### config.mk
export PLATFORM = sky130hd
export DESIGN_NAME = dmem_port_arbiter_flat
export DESIGN_NICKNAME = d
export VERILOG_FILES = /design/src/rtl/dmem_port_arbiter_if.sv /design/src/rtl/dmem_port_arbiter.sv /design/src/flat_wrapper.sv
export SDC_FILE = /design/constraint.sdc
export NUM_CORES = 1
export LEC_CHECK = 0
export ABC_AREA = 1
export CAP_MARGIN = 15
export CORE_ASPECT_RATIO = 0.75
export CORE_UTILIZATION = 25
export DETAILED_ROUTE_END_ITERATION = 10
export GPL_TIMING_DRIVEN = 0
export SKIP_CTS_REPAIR_TIMING = 1
export SYNTH_ARGS = -nofsm -noshare
export SYNTH_HDL_FRONTEND = slang
export SYNTH_SLANG_ARGS = --single-unit
### constraint.sdc
create_clock -name clk -period 1.4 [get_ports clk]
set_input_delay 0.21 -clock clk [delete_from_list [all_inputs] [get_ports clk]]
set_output_delay 0.21 -clock clk [all_outputs]
set_load 0.005 [all_outputs]
### src/rtl/dmem_port_arbiter_if.sv
// Bundles both requester ports and the data-memory side of the arbiter.
// Latency: none, wiring only.
// Backpressure: requesters hold req and command stable until they see gnt.
interface dmem_port_arbiter_if #(
    parameter int AW = 32
);
    localparam int DW = 32;

    // port 0: core load/store unit
    logic          p0_req;
    logic          p0_we;
    logic [AW-1:0] p0_addr;
    logic [DW-1:0] p0_wdata;
    logic [3:0]    p0_be;
    logic          p0_gnt;
    logic          p0_rvalid;
    logic [DW-1:0] p0_rdata;

    // port 1: DMA / debug loader
    logic          p1_req;
    logic          p1_we;
    logic [AW-1:0] p1_addr;
    logic [DW-1:0] p1_wdata;
    logic [3:0]    p1_be;
    logic          p1_gnt;
    logic          p1_rvalid;
    logic [DW-1:0] p1_rdata;

    // single-port word memory
    logic          mem_we;
    logic [3:0]    mem_be;
    logic [AW-1:0] mem_addr;
    logic [DW-1:0] mem_wd;
    logic [DW-1:0] mem_rd;

    // arbiter view
    modport slave (
        input  p0_req, p0_we, p0_addr, p0_wdata, p0_be,
        output p0_gnt, p0_rvalid, p0_rdata,
        input  p1_req, p1_we, p1_addr, p1_wdata, p1_be,
        output p1_gnt, p1_rvalid, p1_rdata,
        output mem_we, mem_be, mem_addr, mem_wd,
        input  mem_rd
    );

    // requester + memory view (environment side)
    modport master (
        output p0_req, p0_we, p0_addr, p0_wdata, p0_be,
        input  p0_gnt, p0_rvalid, p0_rdata,
        output p1_req, p1_we, p1_addr, p1_wdata, p1_be,
        input  p1_gnt, p1_rvalid, p1_rdata,
        input  mem_we, mem_be, mem_addr, mem_wd,
        output mem_rd
    );
endinterface

### src/rtl/dmem_port_arbiter.sv
// Two-port arbiter for the single-port dmem (port 0 = LSU, port 1 = DMA/debug); DMEM_ARB_RR_EN selects round-robin.
// Latency: grant and mem command combinational in the request cycle; load data returned the next cycle.
// Backpressure: a denied requester holds its command; port 1 is forced through after STARVE_LIMIT denials.
module dmem_port_arbiter #(
    parameter int AW           = 32,
    parameter int STARVE_LIMIT = 4
) (
    input  logic               clk,
    input  logic               rst_n,
    dmem_port_arbiter_if.slave bus
);
    localparam int DW = 32;
    localparam logic [AW-1:0] WORD_MASK = ~AW'(3);

    // ARB_P1 means port 1 wins a contended cycle (forced in fixed mode, its turn in RR mode)
    typedef enum logic {
        ARB_P0 = 1'b0,
        ARB_P1 = 1'b1
    } arb_state_t;

    arb_state_t    state;
    arb_state_t    state_nxt;
    logic          gnt0;
    logic          gnt1;

    logic          cmd_we;
    logic [3:0]    cmd_be;
    logic [AW-1:0] cmd_addr;
    logic [DW-1:0] cmd_wd;
    logic [AW-1:0] addr_q;
    logic [DW-1:0] wd_q;

    logic          rsp_pend;
    logic          rsp_port;

`ifndef DMEM_ARB_RR_EN
    logic [3:0]    starve_cnt;
`endif

    // arbitration state register
    always_ff @(posedge clk or negedge rst_n) begin
        if (!rst_n) begin
            state <= ARB_P0;
        end else begin
            state <= state_nxt;
        end
    end

    // next arbitration state
    always_comb begin
        state_nxt = state;
`ifdef DMEM_ARB_RR_EN
        // the port just served drops to lower priority
        if (gnt0) begin
            state_nxt = ARB_P1;
        end else if (gnt1) begin
            state_nxt = ARB_P0;
        end
`else
        case (state)
            ARB_P0: begin
                if (bus.p1_req && gnt0 && (starve_cnt == 4'(STARVE_LIMIT - 1))) begin
                    state_nxt = ARB_P1;
                end
            end
            default: begin
                // forced slot lasts one cycle whether or not port 1 used it
                state_nxt = ARB_P0;
            end
        endcase
`endif
    end

    // grant decode: the favoured port wins, the other takes an idle slot
    always_comb begin
        gnt0 = 1'b0;
        gnt1 = 1'b0;
        case (state)
            ARB_P0: begin
                if (bus.p0_req) begin
                    gnt0 = 1'b1;
                end else if (bus.p1_req) begin
                    gnt1 = 1'b1;
                end
            end
            default: begin
                if (bus.p1_req) begin
                    gnt1 = 1'b1;
                end else if (bus.p0_req) begin
                    gnt0 = 1'b1;
                end
            end
        endcase
    end

`ifndef DMEM_ARB_RR_EN
    // count consecutive port-1 denials; any port-1 grant or forced slot restarts the count
    always_ff @(posedge clk or negedge rst_n) begin
        if (!rst_n) begin
            starve_cnt <= 4'd0;
        end else if (gnt1 || (state == ARB_P1)) begin
            starve_cnt <= 4'd0;
        end else if (bus.p1_req && gnt0) begin
            starve_cnt <= starve_cnt + 4'd1;
        end
    end
`endif

    // mux the granted command onto the memory; address/data hold when idle
    always_comb begin
        cmd_we   = 1'b0;
        cmd_be   = 4'b0000;
        cmd_addr = addr_q;
        cmd_wd   = wd_q;
        if (gnt0) begin
            cmd_we   = bus.p0_we;
            cmd_be   = bus.p0_we ? bus.p0_be : 4'b0000;
            cmd_addr = bus.p0_addr & WORD_MASK;
            cmd_wd   = bus.p0_wdata;
        end else if (gnt1) begin
            cmd_we   = bus.p1_we;
            cmd_be   = bus.p1_we ? bus.p1_be : 4'b0000;
            cmd_addr = bus.p1_addr & WORD_MASK;
            cmd_wd   = bus.p1_wdata;
        end
    end

    // remember the last driven address/data so the bus stays quiet when idle
    always_ff @(posedge clk or negedge rst_n) begin
        if (!rst_n) begin
            addr_q <= '0;
            wd_q   <= '0;
        end else if (gnt0 || gnt1) begin
            addr_q <= cmd_addr;
            wd_q   <= cmd_wd;
        end
    end

    // track which port owns the read data arriving next cycle
    always_ff @(posedge clk or negedge rst_n) begin
        if (!rst_n) begin
            rsp_pend <= 1'b0;
            rsp_port <= 1'b0;
        end else begin
            rsp_pend <= (gnt0 && !bus.p0_we) || (gnt1 && !bus.p1_we);
            if ((gnt0 && !bus.p0_we) || (gnt1 && !bus.p1_we)) begin
                rsp_port <= gnt1;
            end
        end
    end

    // drive grants, memory command and the steered read response
    always_comb begin
        bus.p0_gnt    = gnt0;
        bus.p1_gnt    = gnt1;
        bus.mem_we    = cmd_we;
        bus.mem_be    = cmd_be;
        bus.mem_addr  = cmd_addr;
        bus.mem_wd    = cmd_wd;
        bus.p0_rvalid = rsp_pend && !rsp_port;
        bus.p1_rvalid = rsp_pend && rsp_port;
        bus.p0_rdata  = (rsp_pend && !rsp_port) ? bus.mem_rd : '0;
        bus.p1_rdata  = (rsp_pend && rsp_port) ? bus.mem_rd : '0;
    end
endmodule

### src/flat_wrapper.sv
// flat-port wrapper written by rule: the top's interface ports become plain ports
module dmem_port_arbiter_flat 
#(
    parameter int AW           = 32,
    parameter int STARVE_LIMIT = 4
)
  (clk, rst_n, bus_p0_req, bus_p0_we, bus_p0_addr, bus_p0_wdata, bus_p0_be, bus_p0_gnt, bus_p0_rvalid, bus_p0_rdata, bus_p1_req, bus_p1_we, bus_p1_addr, bus_p1_wdata, bus_p1_be, bus_p1_gnt, bus_p1_rvalid, bus_p1_rdata, bus_mem_we, bus_mem_be, bus_mem_addr, bus_mem_wd, bus_mem_rd);
  dmem_port_arbiter_if #(.AW(AW)) bus_i ();
  input  logic clk;
  input  logic rst_n;
  input wire logic [$bits(bus_i.p0_req)-1:0] bus_p0_req;
  input wire logic [$bits(bus_i.p0_we)-1:0] bus_p0_we;
  input wire logic [$bits(bus_i.p0_addr)-1:0] bus_p0_addr;
  input wire logic [$bits(bus_i.p0_wdata)-1:0] bus_p0_wdata;
  input wire logic [$bits(bus_i.p0_be)-1:0] bus_p0_be;
  output wire logic [$bits(bus_i.p0_gnt)-1:0] bus_p0_gnt;
  output wire logic [$bits(bus_i.p0_rvalid)-1:0] bus_p0_rvalid;
  output wire logic [$bits(bus_i.p0_rdata)-1:0] bus_p0_rdata;
  input wire logic [$bits(bus_i.p1_req)-1:0] bus_p1_req;
  input wire logic [$bits(bus_i.p1_we)-1:0] bus_p1_we;
  input wire logic [$bits(bus_i.p1_addr)-1:0] bus_p1_addr;
  input wire logic [$bits(bus_i.p1_wdata)-1:0] bus_p1_wdata;
  input wire logic [$bits(bus_i.p1_be)-1:0] bus_p1_be;
  output wire logic [$bits(bus_i.p1_gnt)-1:0] bus_p1_gnt;
  output wire logic [$bits(bus_i.p1_rvalid)-1:0] bus_p1_rvalid;
  output wire logic [$bits(bus_i.p1_rdata)-1:0] bus_p1_rdata;
  output wire logic [$bits(bus_i.mem_we)-1:0] bus_mem_we;
  output wire logic [$bits(bus_i.mem_be)-1:0] bus_mem_be;
  output wire logic [$bits(bus_i.mem_addr)-1:0] bus_mem_addr;
  output wire logic [$bits(bus_i.mem_wd)-1:0] bus_mem_wd;
  input wire logic [$bits(bus_i.mem_rd)-1:0] bus_mem_rd;
  assign bus_i.p0_req = bus_p0_req;
  assign bus_i.p0_we = bus_p0_we;
  assign bus_i.p0_addr = bus_p0_addr;
  assign bus_i.p0_wdata = bus_p0_wdata;
  assign bus_i.p0_be = bus_p0_be;
  assign bus_p0_gnt = bus_i.p0_gnt;
  assign bus_p0_rvalid = bus_i.p0_rvalid;
  assign bus_p0_rdata = bus_i.p0_rdata;
  assign bus_i.p1_req = bus_p1_req;
  assign bus_i.p1_we = bus_p1_we;
  assign bus_i.p1_addr = bus_p1_addr;
  assign bus_i.p1_wdata = bus_p1_wdata;
  assign bus_i.p1_be = bus_p1_be;
  assign bus_p1_gnt = bus_i.p1_gnt;
  assign bus_p1_rvalid = bus_i.p1_rvalid;
  assign bus_p1_rdata = bus_i.p1_rdata;
  assign bus_mem_we = bus_i.mem_we;
  assign bus_mem_be = bus_i.mem_be;
  assign bus_mem_addr = bus_i.mem_addr;
  assign bus_mem_wd = bus_i.mem_wd;
  assign bus_i.mem_rd = bus_mem_rd;
  dmem_port_arbiter #(.AW(AW), .STARVE_LIMIT(STARVE_LIMIT)) u_core (.clk(clk), .rst_n(rst_n), .bus(bus_i));
endmodule
==> flow_summary.json <==
{
  "critical_path_arrival_ns": 1.69,
  "max_freq_mhz": 525.1,
  "peakVddDrop_uv": 558.1,
  "start_util_pct": 25.89,
  "portBuffers": 305,
  "crit_type": "register to output port",
  "antenna-diode-count": 0,
  "power.density_nw_per_um2": 818.1,
  "slowest_delay_ns": 0.38,
  "die-area_sq_um": 16480,
  "clock_latency_ns": 0.34,
  "slew_viol_final": 0,
  "fin_tns_setup_ns": -38.76,
  "overflow": 0,
  "core_sq_um": 15420,
  "cp_max_fo": 6,
  "seq_area_sq_um": 1777,
  "antenna_found_initial": 0,
  "hold_viol": 0,
  "post-route-cell-area_sq_um": 8745,
  "antenna_left": 0,
  "period_needed_ns": 1.904,
  "report.power.total_uw": 7154,
  "hold_class": "input pin to asynchronous set/reset pin",
  "cp-end-kind": "output port",
  "period_share_pct": 136.0,
  "yosys_warnings": 0,
  "rsz0062_at_grt": "yes",
  "rows": 39,
  "grt_pass1_wl_um": 26050,
  "path_buf_inv": 6,
  "worstMarginPinSlew_ns": 0.5845,
  "ioPinCount": 311,
  "vias": 5407,
  "dieHeight_um": 111.4,
  "placed_area_sq_um": 7327,
  "drc_errors": 0,
  "final_cells": 1173,
  "avgRoutedWirePerCell_um": 16.23,
  "drt-pass1-iter-count": 4,
  "setup_viol_count_final": 131,
  "grt_pass1_vias": 4746,
  "drive_gt1_share_pct": 34.92,
  "dp_slack_ns": -1.292,
  "synth_area_sq_um": 3993,
  "cap_violations": 0,
  "synth_nets": 754,
  "fill_cells": 1445,
  "ys_seq_area_share_pct": 44.50,
  "clockBufferDepth": 2,
  "synth.distinct_cells": 16,
  "finClkSkew_ns": 0.004109,
  "cts.htree.levels": 3,
  "wl_um": 19040,
  "crit_path_start_kind": "register",
  "cpLargestDelayFamily": "buffers and inverters",
  "cts-root-buf": "clkbuf_16",
  "hpwl_um": 13330,
  "reg2reg_slack_ns": -0.03,
  "synthToLayoutAreaGrowth_pct": 119.0,
  "nets": 1138,
  "grt.total_usage_pct": 20.50,
  "die_w_um": 147.9,
  "cts_tree": "done",
  "cpMostUsedCell": "buf_6",
  "final_common_cell": "clkdlybuf4s50_1",
  "initialDrtViolationCount": 192,
  "cts_sinks": 71,
  "cp_cell_sequence": "inv_4 > nand2_8 > nand2_8 > buf_6 > buf_8 > buf_6 > buf_6 > nand2_4 > nand3_2 > buf_6",
  "status": "complete, but fails checks",
  "r2r-start": "u_core.state",
  "dp.cells": 1090,
  "violations": "negative setup slack",
  "cts-buffers-inserted": 9,
  "crit_cells": 10,
  "reg2regPathDepth": 10,
  "avgViaCountPerCell": 4.610,
  "grt_max_degree": 56,
  "slew_headroom_pct": 61.03,
  "syn_area_per_cell_sq_um": 6.896,
  "multi_input_area_sq_um": 2491,
  "layout_common_cells": "clkdlybuf4s50_1, nand3_1, nand2_1",
  "ys_ff_latch": 71,
  "synthCells": 579,
  "p_leak_uw": 0.004766,
  "worst_slack_ns": -0.5045,
  "place_congestion": 0.7902,
  "required_ns": 1.19,
  "timing.rr.end": "u_core.wd_q[13]",
  "slowest_stage": "dfrtp_1",
  "clk_pin_slew_ns": 0.06
}
[worst reg2reg max path, stage by stage (launching register included)]
cell and delay (ns):
dfrtp_1 0.38, inv_4 0.07, nand2_8 0.10, nand2_8 0.09, buf_6 0.14, buf_8 0.11, buf_6 0.11, buf_6 0.12
nand2_4 0.05, buf_4 0.09, nand3_1 0.05
[power by group]
group	internal, uW	total (uW)	switching, uW
registers	2280	2370	92.0
logic	1440	2610	1170
clock network	1250	2180	933
total	4960	7150	2190
[area by class of cell]
type	instances	area share (%)
timing repair buffer	370	38.73
multi-input combinational	429	28.49
sequential	71	20.32
buffer	34	4.278
tap	205	2.933
clock buffer	11	2.776
inverter	48	2.089
clock inverter	5	0.3863
[stage by stage]
stage	hold WS (ns)	utilization [%]
floorplan	-0.08559	-
global placement	0.4721	47.35
detailed placement	0.09623	47.52
CTS	-0.2692	49.31
global route	0.3010	56.71
finish	0.2853	56.71
[synthesized netlist by cell type]
master	n	area (sq um)
inv_1	47	176.4
nor2_1	70	262.8
ha_1	1	12.51
buf_2	13	65.06
inv_2	1	3.750
nor2_2	1	6.260
buf_1	4	15.01
nor3_1	1	5.000
clkbuf_1	13	48.80
nand2_1	152	570.6
nand4_1	6	37.54
nand3_1	194	970.9
buf_6	1	11.26
o21a_1	1	7.510
buf_4	3	22.52
dfrtp_1	71	1777
[layer usage]
layer  global-route usage (%)  share of wire [%]  vias up  routed length [um]
met1                    24.28                 40     2524                7645
li1                         -                  -     2661                   -
met4                    4.742                1.1        0                 211
met2                    36.29                 51      204                9762
met5                        0                  0        -                   0
met3                    6.107                7.4       18                1415
[flip-flops by register name, indices dropped and copies added, names as in the netlist]
register / count
u_core.addr_q: 32
u_core.starve_cnt: 4
u_core.rsp_pend: 1
u_core.state: 1
u_core.rsp_port: 1
u_core.wd_q: 32
[cells by family (layout without fill, tap and decap cells)]
logic type,after synthesis,in the layout,share of synthesized area (%)
buf+inv,82,468,8.586
flops,71,71,44.50
fa+ha+maj,1,1,0.3133
simple gates,424,427,46.41
compound gates,1,1,0.1881
[worst max-delay path by stage]
stage | to | slack, ns | from
3_5_place_dp | bus_mem_wd[19] | -1.29 | bus_p0_req
6_report | bus_mem_wd[9] | -0.50 | u_core.state
2_1_floorplan | bus_mem_wd[17] | 0.12 | u_core.state
4_1_cts | bus_mem_wd[19] | -1.31 | u_core.state
5_1_grt | bus_mem_wd[10] | -0.58 | u_core.state
3_3_place_gp | u_core.wd_q[29] | -2.50 | rst_n
Note: power is estimated with default switching activity, not from simulation.
